<file path="config.mk">
export PLATFORM = sky130hd
export DESIGN_NAME = ctech_lib_sync_filter_rst
export DESIGN_NICKNAME = d
export VERILOG_FILES = /design/src/rtl/ctech_lib_sync_filter_pkg.sv /design/src/rtl/ctech_lib_sync_filter_chan.sv /design/src/rtl/ctech_lib_sync_filter_rst.sv
export SDC_FILE = /design/constraint.sdc
export NUM_CORES = 1
export LEC_CHECK = 0
export ABC_AREA = 1
export CORE_AREA = 2 2 39 41
export CTS_CLUSTER_DIAMETER = 150
export CTS_CLUSTER_SIZE = 24
export DETAILED_ROUTE_END_ITERATION = 10
export DIE_AREA = 0 0 41 43
export DONT_BUFFER_PORTS = 1
export HOLD_SLACK_MARGIN = 0.03
export PLACE_DENSITY_LB_ADDON = 0.3
export REMOVE_ABC_BUFFERS = 1
export SLEW_MARGIN = 15
export SYNTH_ARGS = -nofsm -noshare
export SYNTH_HDL_FRONTEND = slang
export SYNTH_SLANG_ARGS = --single-unit
</file>
<file path="constraint.sdc">
create_clock -name clk -period 2.2 [get_ports clk]
set_clock_uncertainty 0.15 [all_clocks]
set_input_delay 0.11 -clock clk [delete_from_list [all_inputs] [get_ports clk]]
set_output_delay 0.11 -clock clk [all_outputs]
set_load 0.1 [all_outputs]
</file>
<file path="src/rtl/ctech_lib_sync_filter_pkg.sv">
// Shared constants, filter-action encoding and counter sizing for the sync/filter slice.
package ctech_lib_sync_filter_pkg;

  localparam int MIN_SYNC_STAGES = 2;
  localparam int MAX_SYNC_STAGES = 4;
  localparam int GLITCH_CNT_W    = 8;
  localparam int MAX_FILTER_CNT  = 255;

  localparam logic [GLITCH_CNT_W-1:0] GLITCH_CNT_MAX = '1;

  typedef enum logic [1:0] {
    ACT_HOLD   = 2'd0,
    ACT_COUNT  = 2'd1,
    ACT_UPDATE = 2'd2,
    ACT_ABORT  = 2'd3
  } filt_act_e;

  // Bypass (n == 0) has no counter, but a 1-bit floor keeps declarations legal.
  function automatic int filt_cnt_w(int n);
    return (n < 1) ? 1 : $clog2(n + 1);
  endfunction

endpackage

</file>
<file path="src/rtl/ctech_lib_sync_filter_chan.sv">
// One channel: synchronizer chain, stable-count filter, edge pulses and glitch counter.
// Glitch counter is built only when CTECH_LIB_SYNC_FILTER_GLITCH_CNT_EN is defined.
module ctech_lib_sync_filter_chan
  import ctech_lib_sync_filter_pkg::*;
#(
  parameter int SYNC_STAGES = 2,
  parameter int FILTER_CNT  = 3,
  parameter bit RST_VAL     = 1'b0
) (
  input  logic                    clk,
  input  logic                    rst,
  input  logic                    d,
  input  logic                    glitch_clr,
  output logic                    o,
  output logic                    rise_p,
  output logic                    fall_p,
  output logic [GLITCH_CNT_W-1:0] glitch_cnt
);

  logic [SYNC_STAGES-1:0] sync_q;
  logic                   sync;
  logic                   o_q;
  logic                   rejected;

  always_ff @(posedge clk) begin
    if (rst) begin
      sync_q <= {SYNC_STAGES{RST_VAL}};
    end else begin
      sync_q <= {sync_q[SYNC_STAGES-2:0], d};
    end
  end

  assign sync = sync_q[SYNC_STAGES-1];

  if (FILTER_CNT == 0) begin : g_bypass
    always_ff @(posedge clk) begin
      if (rst) begin
        o <= RST_VAL;
      end else begin
        o <= sync;
      end
    end

    assign rejected = 1'b0;
  end else begin : g_filter
    localparam int CW = filt_cnt_w(FILTER_CNT);
    localparam logic [CW-1:0] CNT_LAST = CW'(FILTER_CNT - 1);

    logic [CW-1:0] cnt_q;
    logic [CW-1:0] cnt_d;
    logic          o_d;
    filt_act_e     act;

    // A return to the current level with a partial count is the rejected glitch.
    always_comb begin
      act = ACT_HOLD;
      if (sync == o) begin
        act = (cnt_q != '0) ? ACT_ABORT : ACT_HOLD;
      end else if (cnt_q == CNT_LAST) begin
        act = ACT_UPDATE;
      end else begin
        act = ACT_COUNT;
      end
    end

    always_comb begin
      cnt_d = cnt_q;
      o_d   = o;
      case (act)
        ACT_COUNT:  cnt_d = cnt_q + CW'(1);
        ACT_UPDATE: begin
          cnt_d = '0;
          o_d   = sync;
        end
        ACT_ABORT:  cnt_d = '0;
        default:    ;
      endcase
    end

    always_ff @(posedge clk) begin
      if (rst) begin
        cnt_q <= '0;
        o     <= RST_VAL;
      end else begin
        cnt_q <= cnt_d;
        o     <= o_d;
      end
    end

    assign rejected = (act == ACT_ABORT);
  end

  always_ff @(posedge clk) begin
    if (rst) begin
      o_q <= RST_VAL;
    end else begin
      o_q <= o;
    end
  end

  assign rise_p = o & ~o_q;
  assign fall_p = ~o & o_q;

`ifdef CTECH_LIB_SYNC_FILTER_GLITCH_CNT_EN
  logic [GLITCH_CNT_W-1:0] glitch_q;

  // Clear wins over a same-cycle rejection; the count sticks at its maximum.
  always_ff @(posedge clk) begin
    if (rst) begin
      glitch_q <= '0;
    end else if (glitch_clr) begin
      glitch_q <= '0;
    end else if (rejected && (glitch_q != GLITCH_CNT_MAX)) begin
      glitch_q <= glitch_q + GLITCH_CNT_W'(1);
    end
  end

  assign glitch_cnt = glitch_q;
`else
  logic unused_glitch;

  assign unused_glitch = &{1'b0, glitch_clr, rejected};
  assign glitch_cnt    = '0;
`endif

endmodule

</file>
<file path="src/rtl/ctech_lib_sync_filter_rst.sv">
// Multi-bit synchronizer with glitch filter and edge pulses; one independent channel per bit.
// Optional glitch counters: define CTECH_LIB_SYNC_FILTER_GLITCH_CNT_EN.
module ctech_lib_sync_filter_rst
  import ctech_lib_sync_filter_pkg::*;
#(
  parameter int WIDTH       = 1,
  parameter int SYNC_STAGES = 2,
  parameter int FILTER_CNT  = 3,
  parameter bit RST_VAL     = 1'b0
) (
  input  logic                          clk,
  input  logic                          rst,
  input  logic [WIDTH-1:0]              d,
  input  logic                          glitch_clr,
  output logic [WIDTH-1:0]              o,
  output logic [WIDTH-1:0]              rise_p,
  output logic [WIDTH-1:0]              fall_p,
  output logic [WIDTH*GLITCH_CNT_W-1:0] glitch_cnt
);

  if (WIDTH < 1) begin : g_bad_width
    $error("ctech_lib_sync_filter_rst: WIDTH must be at least 1");
  end

  if ((SYNC_STAGES < MIN_SYNC_STAGES) || (SYNC_STAGES > MAX_SYNC_STAGES)) begin : g_bad_stages
    $error("ctech_lib_sync_filter_rst: SYNC_STAGES out of range 2..4");
  end

  if ((FILTER_CNT < 0) || (FILTER_CNT > MAX_FILTER_CNT)) begin : g_bad_filter
    $error("ctech_lib_sync_filter_rst: FILTER_CNT out of range 0..255");
  end

  for (genvar i = 0; i < WIDTH; i++) begin : g_chan
    ctech_lib_sync_filter_chan #(
      .SYNC_STAGES(SYNC_STAGES),
      .FILTER_CNT (FILTER_CNT),
      .RST_VAL    (RST_VAL)
    ) u_chan (
      .clk       (clk),
      .rst       (rst),
      .d         (d[i]),
      .glitch_clr(glitch_clr),
      .o         (o[i]),
      .rise_p    (rise_p[i]),
      .fall_p    (fall_p[i]),
      .glitch_cnt(glitch_cnt[i*GLITCH_CNT_W +: GLITCH_CNT_W])
    );
  end

endmodule
</file>
==> results of run 1 <==
==> registers in the layout, indices dropped and copies added, names as in the netlist <==
signal and cells:
g_chan.u_chan.sync_q 2, g_chan.u_chan.g_filter.cnt_q 2, g_chan.u_chan.o_q 1, g_chan.u_chan.o 1
==> final cells by class <==
type	count	area share (%)
well taps	16	4.28
clock buffers	3	4.81
flip-flops and latches	6	25.7
multi-input cells	42	46.3
inverters	9	7.22
repair buffers	5	11.8
==> kinds of logic (layout without fill, tap and decap cells) <==
logic type / count (synthesis) / in the layout / synth area share (%)
AND/OR/NAND/NOR: 29 / 29 / 33.5
buffers and inverters: 17 / 17 / 23.5
flip-flops: 6 / 6 / 30.1
adder cells (fa/ha/maj): 3 / 3 / 9.41
AO/OA/AOI/OAI: 2 / 2 / 2.51
other: 1 / 8 / 0.940
==> through the flow <==
stage | util (%) | hold slack, ns
after global placement | 30.7 | 0.0336
after global routing | 33.8 | 0.281
after floorplan | - | 0.0312
after CTS | 33.8 | 0.254
after detailed placement | 30.7 | 0.0336
final | 33.8 | 0.252
==> cells in the final DEF, fill, tap and decap left out <==
master          n
buf_4           2
nor2_2          2
nand2_2         3
buf_12          1
nor2_1          6
nand3_2         2
inv_2           1
nand2_1        12
dfxtp_1         6
a21oi_1         2
clkbuf_4        3
nand3_1         4
inv_1           8
dlygate4sd3_1   2
ha_1            3
conb_1          8
==> routing by layer <==
metal	global-route usage, %	wire (um)	vias up
met5	0	0	-
li1	-	-	173
met3	3.14	29	0
met2	10.9	261	9
met4	8.00	0	0
met1	7.37	237	119
==> how the worst min path moves through the flow <==
stage,cells after the start,start,endpoint,slack (ns)
2_1_floorplan,1,rst,g_chan[0].u_chan.sync_q[0],0.03
3_3_place_gp,1,rst,g_chan[0].u_chan.sync_q[1],0.03
3_5_place_dp,1,rst,g_chan[0].u_chan.sync_q[1],0.03
4_1_cts,2,g_chan[0].u_chan.sync_q[0],g_chan[0].u_chan.sync_q[1],0.25
5_1_grt,2,g_chan[0].u_chan.sync_q[0],g_chan[0].u_chan.sync_q[1],0.28
6_report,2,g_chan[0].u_chan.sync_q[0],g_chan[0].u_chan.sync_q[1],0.25
==> critical path: stages, from the launching register on <==
cell and delay (ns):
dfxtp_1 0.39, buf_4 0.33, nor2_2 0.07, buf_4 0.23
==> timing repair <==
item	4_1_cts	5_1_grt
buffers inserted	0	0
endpoints found under the hold margin	6	0
hold buffers	2	0
==> summary.txt, run 1 <==
Outcome
  – Outcome: completed

Logic synthesis
  – Async set-or-reset flop fraction in the synthesized netlist: 0%
  – Synth cell count leaders: 12 x nand2_1, 8 x buf_4, 8 x inv_1, 8 x nor2_1, 6 x dfxtp_1
  – Syn avg cell area: 6.88 um^2
  – Mapped Area: 399 um^2
  – Sequential share of the synthesized area: 30.1%
  – Ys flop type: dfxtp_1
  – Largest cells by area after synthesis: dfxtp_1 30%, buf_4 15%, nand2_1 11%
  – Post-synth EDFFs: 0
  – Synth top area share: 30.1%
  – Yosys top cell by area: dfxtp_1
  – Most numerous cell in the Yosys netlist: nand2_1
  – Flops & latches, synth: 6
  – Synth Instances: 58
  – Synth unique cells: 12
  – Number of warnings issued by yosys: 0

Clock tree
  – Clk_lat worst skew: 0.24 ns
  – CTS max path bufs: 2
  – H-tree depth: 1
  – Clk root buf: clkbuf_4
  – Clock buffer count from CTS: 3
  – CTS tree: yes
  – Post-CTS sizing: 0
  – Clock-pin slew on the worst setup and hold paths: 0.05 ns
  – CTS sink cnt: 6

Global route
  – Vias in the first global route: 248
  – Overall Global Routing Usage: 7.62%
  – First-pass GRT wire length: 876 um
  – GR Overflow Total: 0
  – Antenna violations before repair: 0
  – Largest net degree at the start of global routing: 6

Floorplanning
  – IO Count: 15
  – Core area: 1380 um^2
  – Die Y: 43 um
  – Die width: 41 um
  – Initial core utilization: 28.8%
  – Row count: 14
  – Die area: 1760 um^2

Layout
  – # fillers: 149
  – Fin area: 468 um^2
  – Multi-input gate area: 216 um^2
  – Register Area: 120 um^2
  – P&R area growth vs syn: 17.2%
  – Fin nets: 74
  – Non-filler cells, final: 81
  – Antenna diodes: 0
  – Layout cells sized above 1: 21.5%

Worst setup path
  – Reg2reg start: g_chan[0].u_chan.g_filter.cnt_q[0]
  – CP startpoint kind: register
  – CP required: 1.94 ns
  – Reg2reg setup slack: 0.87 ns
  – WS Path Type: reg -> out
  – Highest net fanout along the worst path: 5
  – CP Capture Point: fall_p
  – Crit path DAT: 1.26 ns
  – R2R Path End: g_chan[0].u_chan.g_filter.cnt_q[0]
  – CP startpoint: g_chan[0].u_chan.o
  – Reg2Reg Depth: 8
  – Crit end category: output port

Flow run
  – Max-cap violations: 0

Drt
  – Router iterations before antenna repair: 1
  – DRC: 0
  – Initial DRC count: 0
  – Via/cell ratio: 3.72
  – Detailed-route via count: 301
  – Average wire per standard cell: 6.52 um
  – Final WL: 528 um
  – ANT nets after route: 0

Worst hold path
  – Hold Crit Class: reg -> reg

Placed design
  – Post-placement setup slack: 0.881 ns
  – Routability congestion estimate: 0.774
  – Placed cells: 76
  – Number of I/O port buffers: 0
  – Placed inst area: 425 um^2
  – Post-DP HPWL: 461 um

STA
  – Smallest setup slack after layout: 0.677 ns
  – Slew Limit Fails: 0
  – RSZ-0062 raised after global routing: no
  – Max Freq: 657 MHz
  – Final Setup Violations: 0
  – Final worst path period share: 69.2%
  – Setup TNS: 0 ns
  – Tmin final: 1.52 ns
  – Hold Fails Final Rpt: 0
Power of run 1 is not shown: default switching activity piles up to over one toggle a cycle in this logic, so the estimate is an artifact.
==> run 2, diff against run 1 <==
- clock period: 2.2 -> 1.5 ns (I/O delays scaled with it)
==> run 2 against run 1 <==
Register-to-register slack lost 0.73 ns. Global-route usage grew 0.40 points. Worst hold slack is essentially flat. Clock-buffer cell count is the same. Largest cell class unchanged. Highest routed layer is now met4. Final cell count is the same. Die area is the same. Critical endpoint unchanged. Critical path type unchanged.
==> summary.txt, run 2 (synthesis gave the netlist of run 1 again) <==
Placed design
  – Post-DP HPWL: 486 um (+5.5%)
  – Number of I/O port buffers: 0 (unchanged)
  – Routability congestion estimate: 0.778 (+0.54%)

Clock tree
  – CTS sink cnt: 6 (unchanged)
  – Clk root buf: clkbuf_4
  – Clock buffer count from CTS: 3 (unchanged)
  – CTS max path bufs: 2 (unchanged)
  – Clock-pin slew on the worst setup and hold paths: 0.04 ns (about the same)
  – H-tree depth: 1 (unchanged)
  – Clk_lat worst skew: 0.24 ns (about the same)
  – CTS tree: yes

Worst setup path
  – WS Path Type: reg -> out
  – CP startpoint: g_chan[0].u_chan.o
  – CP startpoint kind: register
  – Crit path DAT: 1.18 ns (-0.08 ns)
  – Crit end category: output port
  – Reg2reg start: g_chan[0].u_chan.g_filter.cnt_q[0]
  – CP required: 1.27 ns (-0.67 ns)
  – Highest net fanout along the worst path: 5 (unchanged)

Floorplanning
  – Initial core utilization: 28.8% (unchanged)
  – Die Y: 43 um (unchanged)
  – Row count: 14 (unchanged)
  – Die width: 41 um (unchanged)
  – IO Count: 15 (unchanged)
  – Die area: 1760 um^2 (unchanged)
  – Core area: 1380 um^2 (unchanged)

Flow run
  – Max-cap violations: 0 (unchanged)

Global route
  – GR Overflow Total: 0 (unchanged)
  – Antenna violations before repair: 0 (unchanged)
  – Grt peak-use layer: met2
  – Vias in the first global route: 272 (+9.7%)
  – Met3 usage: 1.57% (-1.6 points)
  – Met1 Use GR: 8.01% (+0.64 points)
  – First-pass GRT wire length: 931 um (+6.3%)
  – M2 GR Usage: 11.9% (+0.94 points)
  – Overall Global Routing Usage: 8.02% (+0.40 points)
  – Largest net degree at the start of global routing: 6 (unchanged)

STA
  – Tmin final: 1.40 ns
  – RSZ-0062 raised after global routing: no
  – Max Freq: 713 MHz
  – Slew Limit Fails: 0 (unchanged)
  – Final Setup Violations: 0 (unchanged)
  – Final worst path period share: 93.4%
  – Hold Fails Final Rpt: 0 (unchanged)

Drt
  – Via/cell ratio: 4.04 (+8.6%)
  – Router iterations before antenna repair: 4 (+3)
  – DRC: 0 (unchanged)
  – Initial DRC count: 7 (+7)
  – Average wire per standard cell: 7.58 um (+16%)
  – ANT nets after route: 0 (unchanged)
  – Detailed-route via count: 327 (+8.6%)
  – Final WL: 614 um (+16%)

Outcome
  – Outcome: completed

Layout
  – Commonest cells after routing, fill and taps aside: 12 x nand2_1, 8 x inv_1, 8 x conb_1
  – # fillers: 148 (-0.67%)
  – Most common library cell in the layout ignoring fill and taps: nand2_1
  – Layout cells sized above 1: 21.5% (unchanged)
  – Antenna diodes: 0 (unchanged)
  – P&R area growth vs syn: 21.3%
  – Largest registers: g_chan.u_chan.g_filter.cnt_q x2, g_chan.u_chan.sync_q x2
  – Fin util: 35.0% (+1.2 points)
  – Fin nets: 74 (unchanged)

Worst hold path
  – Hold_sp: g_chan[0].u_chan.sync_q[0]
  – Hold Crit Class: reg -> reg
[run 2: final cells by class]
type	count	area, um^2	share of cell area [%]
timing repair buffer	5	71.3	14.7
tap	16	20.0	4.13
multi-input combinational	42	216	44.7
inverter	9	33.8	6.98
sequential	6	120	24.8
clock buffer	3	22.5	4.65
[run 2: routing by layer]
| layer | vias to the layer above | part of all wire, % |
|---|---|---|
| met5 | - | 0 |
| met4 | 0 | 1.5 |
| met3 | 2 | 5.5 |
| met2 | 13 | 51 |
| met1 | 139 | 42 |
| li1 | 173 | - |
[run 2: metrics by stage]
| step | setup WS [ns] | TNS (ns) | std cells | cell area [um^2] | hold slack [ns] |
|---|---|---|---|---|---|
| floorplan | -1.15 | -2.94 | 57 | 365 | -0.00382 |
| global placement | 0.176 | 0 | 76 | 438 | -0.00133 |
| detailed placement | 0.164 | 0 | 76 | 438 | -0.00167 |
| CTS | 0.0145 | 0 | 81 | 480 | 0.254 |
| global route | 0.0430 | 0 | 81 | 484 | 0.281 |
| finish | 0.0983 | 0 | 81 | 484 | 0.252 |
[run 2: what timing repair did]
action	4_1_cts	5_1_grt
resized for setup	0	1
hold buffers	2	0
hold endpoints to repair	6	0
setup buffers	0	0
setup endpoints to repair	0	1
[run 2: path summary, 6_finish.rpt]
path / to / slack [ns] / depth (start not counted)
hold reg to reg: g_chan[0].u_chan.sync_q[1] / 0.25 / 2
setup reg to reg: g_chan[0].u_chan.g_filter.cnt_q[0] / 0.14 / 8
hold / removal: g_chan[0].u_chan.sync_q[1] / 0.25 / 2
setup / recovery: fall_p / 0.1 / 3
[run 2: critical path, stage by stage, from the launching register on]
cell and delay, ns:
dfxtp_1 0.42, buf_6 0.26, nor2_2 0.08, buf_12 0.17
Power of run 2 is left out for the same reason.
==> run 3, diff against run 2 <==
- CELL_PAD_IN_SITES_DETAIL_PLACEMENT: default -> 0
- CELL_PAD_IN_SITES_GLOBAL_PLACEMENT: default -> 1
- GPL_TIMING_DRIVEN: default -> 0
==> run 3 against run 2 <==
The run now ends with negative setup slack left. Critical path depth decreased by 1. Non-clock buffer count shrank 2. Worst hold slack lost 0.0015 ns. Via count fell by 4.9%. Final cell count decreased by 2.5%. First-iteration DRC count shrank 71%. Die area unchanged. Core utilization down 1.4 points. Highest routed layer unchanged.
==> summary.txt, run 3 (synthesis gave the netlist of run 1 again) <==
Floorplanning
  – Initial core utilization: 28.8% (unchanged)
  – Die area: 1760 um^2 (unchanged)
  – Die width: 41 um (unchanged)
  – Die Y: 43 um (unchanged)
  – Core area: 1380 um^2 (unchanged)
  – Row count: 14 (unchanged)
  – IO Count: 15 (unchanged)

Drt
  – Detailed-route via count: 311 (-4.9%)
  – Met3 wire length: 37 um (+8.8%)
  – Initial DRC count: 2 (-5)
  – Final WL: 552 um (-10%)
  – DRC: 0 (unchanged)
  – Via/cell ratio: 3.94 (-2.5%)
  – Average wire per standard cell: 6.99 um (-7.8%)
  – ANT nets after route: 0 (unchanged)
  – Router iterations before antenna repair: 2 (-2)
  – Metal1 wirelength: 252 um (-2.3%)
  – Max layer used: met4
  – Routed wl met2: 237 um (-24%)

Clock tree
  – Clk_lat worst skew: 0.24 ns (about the same)
  – Clk root buf: clkbuf_4
  – CTS sink cnt: 6 (unchanged)
  – CTS tree: yes
  – H-tree depth: 1 (unchanged)
  – Clock buffer count from CTS: 3 (unchanged)
  – CTS max path bufs: 2 (unchanged)
  – Clock-pin slew on the worst setup and hold paths: 0.04 ns (about the same)

STA
  – Max Freq: 626 MHz (-12%)
  – Slew HR: 59.3%
  – Final Setup Violations: 1 (+1)
  – Tmin final: 1.60 ns (+0.195 ns)
  – Slew @ Worst Pin: 0.610 ns
  – Final worst path period share: 106% (+13 points)
  – WHS: 0.251 ns (-0.00149 ns)
  – Hold Fails Final Rpt: 0 (unchanged)
  – RSZ-0062 raised after global routing: yes
  – Smallest setup slack after layout: -0.0970 ns (-0.195 ns)
  – Slew Limit Fails: 0 (unchanged)

Layout
  – Layout cells sized above 1: 22.2% (+0.68 points)
  – Largest registers: g_chan.u_chan.g_filter.cnt_q x2, g_chan.u_chan.sync_q x2
  – Most common library cell in the layout ignoring fill and taps: nand2_1
  – # fillers: 159 (+7.4%)
  – Antenna diodes: 0 (unchanged)
  – P&R area growth vs syn: 16.3%
  – Non-filler cells, final: 79 (-2.5%)
  – Fin nets: 72 (-2.7%)
  – Commonest cells after routing, fill and taps aside: 11 x nand2_1, 8 x inv_1, 8 x conb_1

Worst setup path
  – CP startpoint kind: register
  – Crit-path cells: inv_4, nor2_4
  – CP startpoint: g_chan[0].u_chan.o
  – Highest net fanout along the worst path: 6 (+1)
  – Crit path DAT: 1.37 ns (+0.19 ns)
  – Crit end category: output port
  – Reg2reg start: g_chan[0].u_chan.o
  – CP required: 1.27 ns (about the same)
  – Crit path max-delay cell type: dfxtp_4
  – WS Path Type: reg -> out
  – Worst stage delay on the critical path: 0.58 ns (+0.16 ns)

Placed design
  – Number of I/O port buffers: 0 (unchanged)
  – Post-placement setup slack: -0.790 ns (-0.954 ns)
  – Routability congestion estimate: 0.656 (-16%)
  – Placed cells: 73 (-3.9%)
  – Post-DP HPWL: 434 um (-11%)

Global route
  – GR Overflow Total: 0 (unchanged)
  – Vias in the first global route: 261 (-4.0%)
  – Antenna violations before repair: 0 (unchanged)
  – Overall Global Routing Usage: 9.17% (+1.1 points)
  – Largest net degree at the start of global routing: 7 (+1)
  – First-pass GRT wire length: 1.01 mm (+8.2%)

Worst hold path
  – Hold_sp: g_chan[0].u_chan.sync_q[0]
  – Hold Crit Class: reg -> reg

Outcome
  – Violated checks: negative setup slack
  – Outcome: finished with violations

Flow run
  – Max-cap violations: 0 (unchanged)
-- run 3: worst paths after layout --
path / slack [ns] / cells after the start / end
worst max-delay path: -0.1 / 2 / rise_p
worst min-delay path: 0.25 / 2 / g_chan[0].u_chan.sync_q[1]
worst max register to register: 0 / 8 / g_chan[0].u_chan.g_filter.cnt_q[0]
worst min register to register: 0.25 / 2 / g_chan[0].u_chan.sync_q[1]
-- run 3: final cells by class --
type,count,area (um^2),area share (%)
Sequential cell,6,124,26.7
Clock buffer,3,22.5,4.85
Tap cell,16,20.0,4.31
Inverter,9,36.3,7.82
Multi-Input combinational cell,42,234,50.4
Timing Repair Buffer,3,27.5,5.93
-- run 3: metal layers --
metal | track usage, % | vias up
li1 | - | 169
met1 | 11.4 | 126
met2 | 10.9 | 13
met3 | 3.14 | 3
met4 | 10.0 | 0
met5 | 0 | -
-- run 3: through the flow --
step / area [um^2] / util [%] / TNS [ns]
6_report: 464 / 33.5 / -0.0970
5_1_grt: 464 / 33.5 / -0.283
4_1_cts: 459 / 33.2 / -0.141
3_5_place_dp: 390 / 28.2 / -2.68
3_3_place_gp: 385 / 27.8 / -3.45
2_1_floorplan: 365 / - / -2.94
-- run 3: timing repair --
| item | 4_1_cts | 5_1_grt |
|---|---|---|
| buffers inserted | 1 | 0 |
| hold buffers | 2 | 0 |
| endpoints found under the setup margin | 7 | 5 |
| pin swaps | 2 | 2 |
| hold endpoints to repair | 6 | 0 |
| gates resized for setup | 6 | 1 |
-- run 3: worst max-delay path: cells and delay by family, from the launching register on --
family | cells | cell delay [ns]
flip-flops | 1 | 0.58
buffers and inverters | 1 | 0.06
AND/OR/NAND/NOR | 1 | 0.48
Power of run 3 is left out for the same reason.
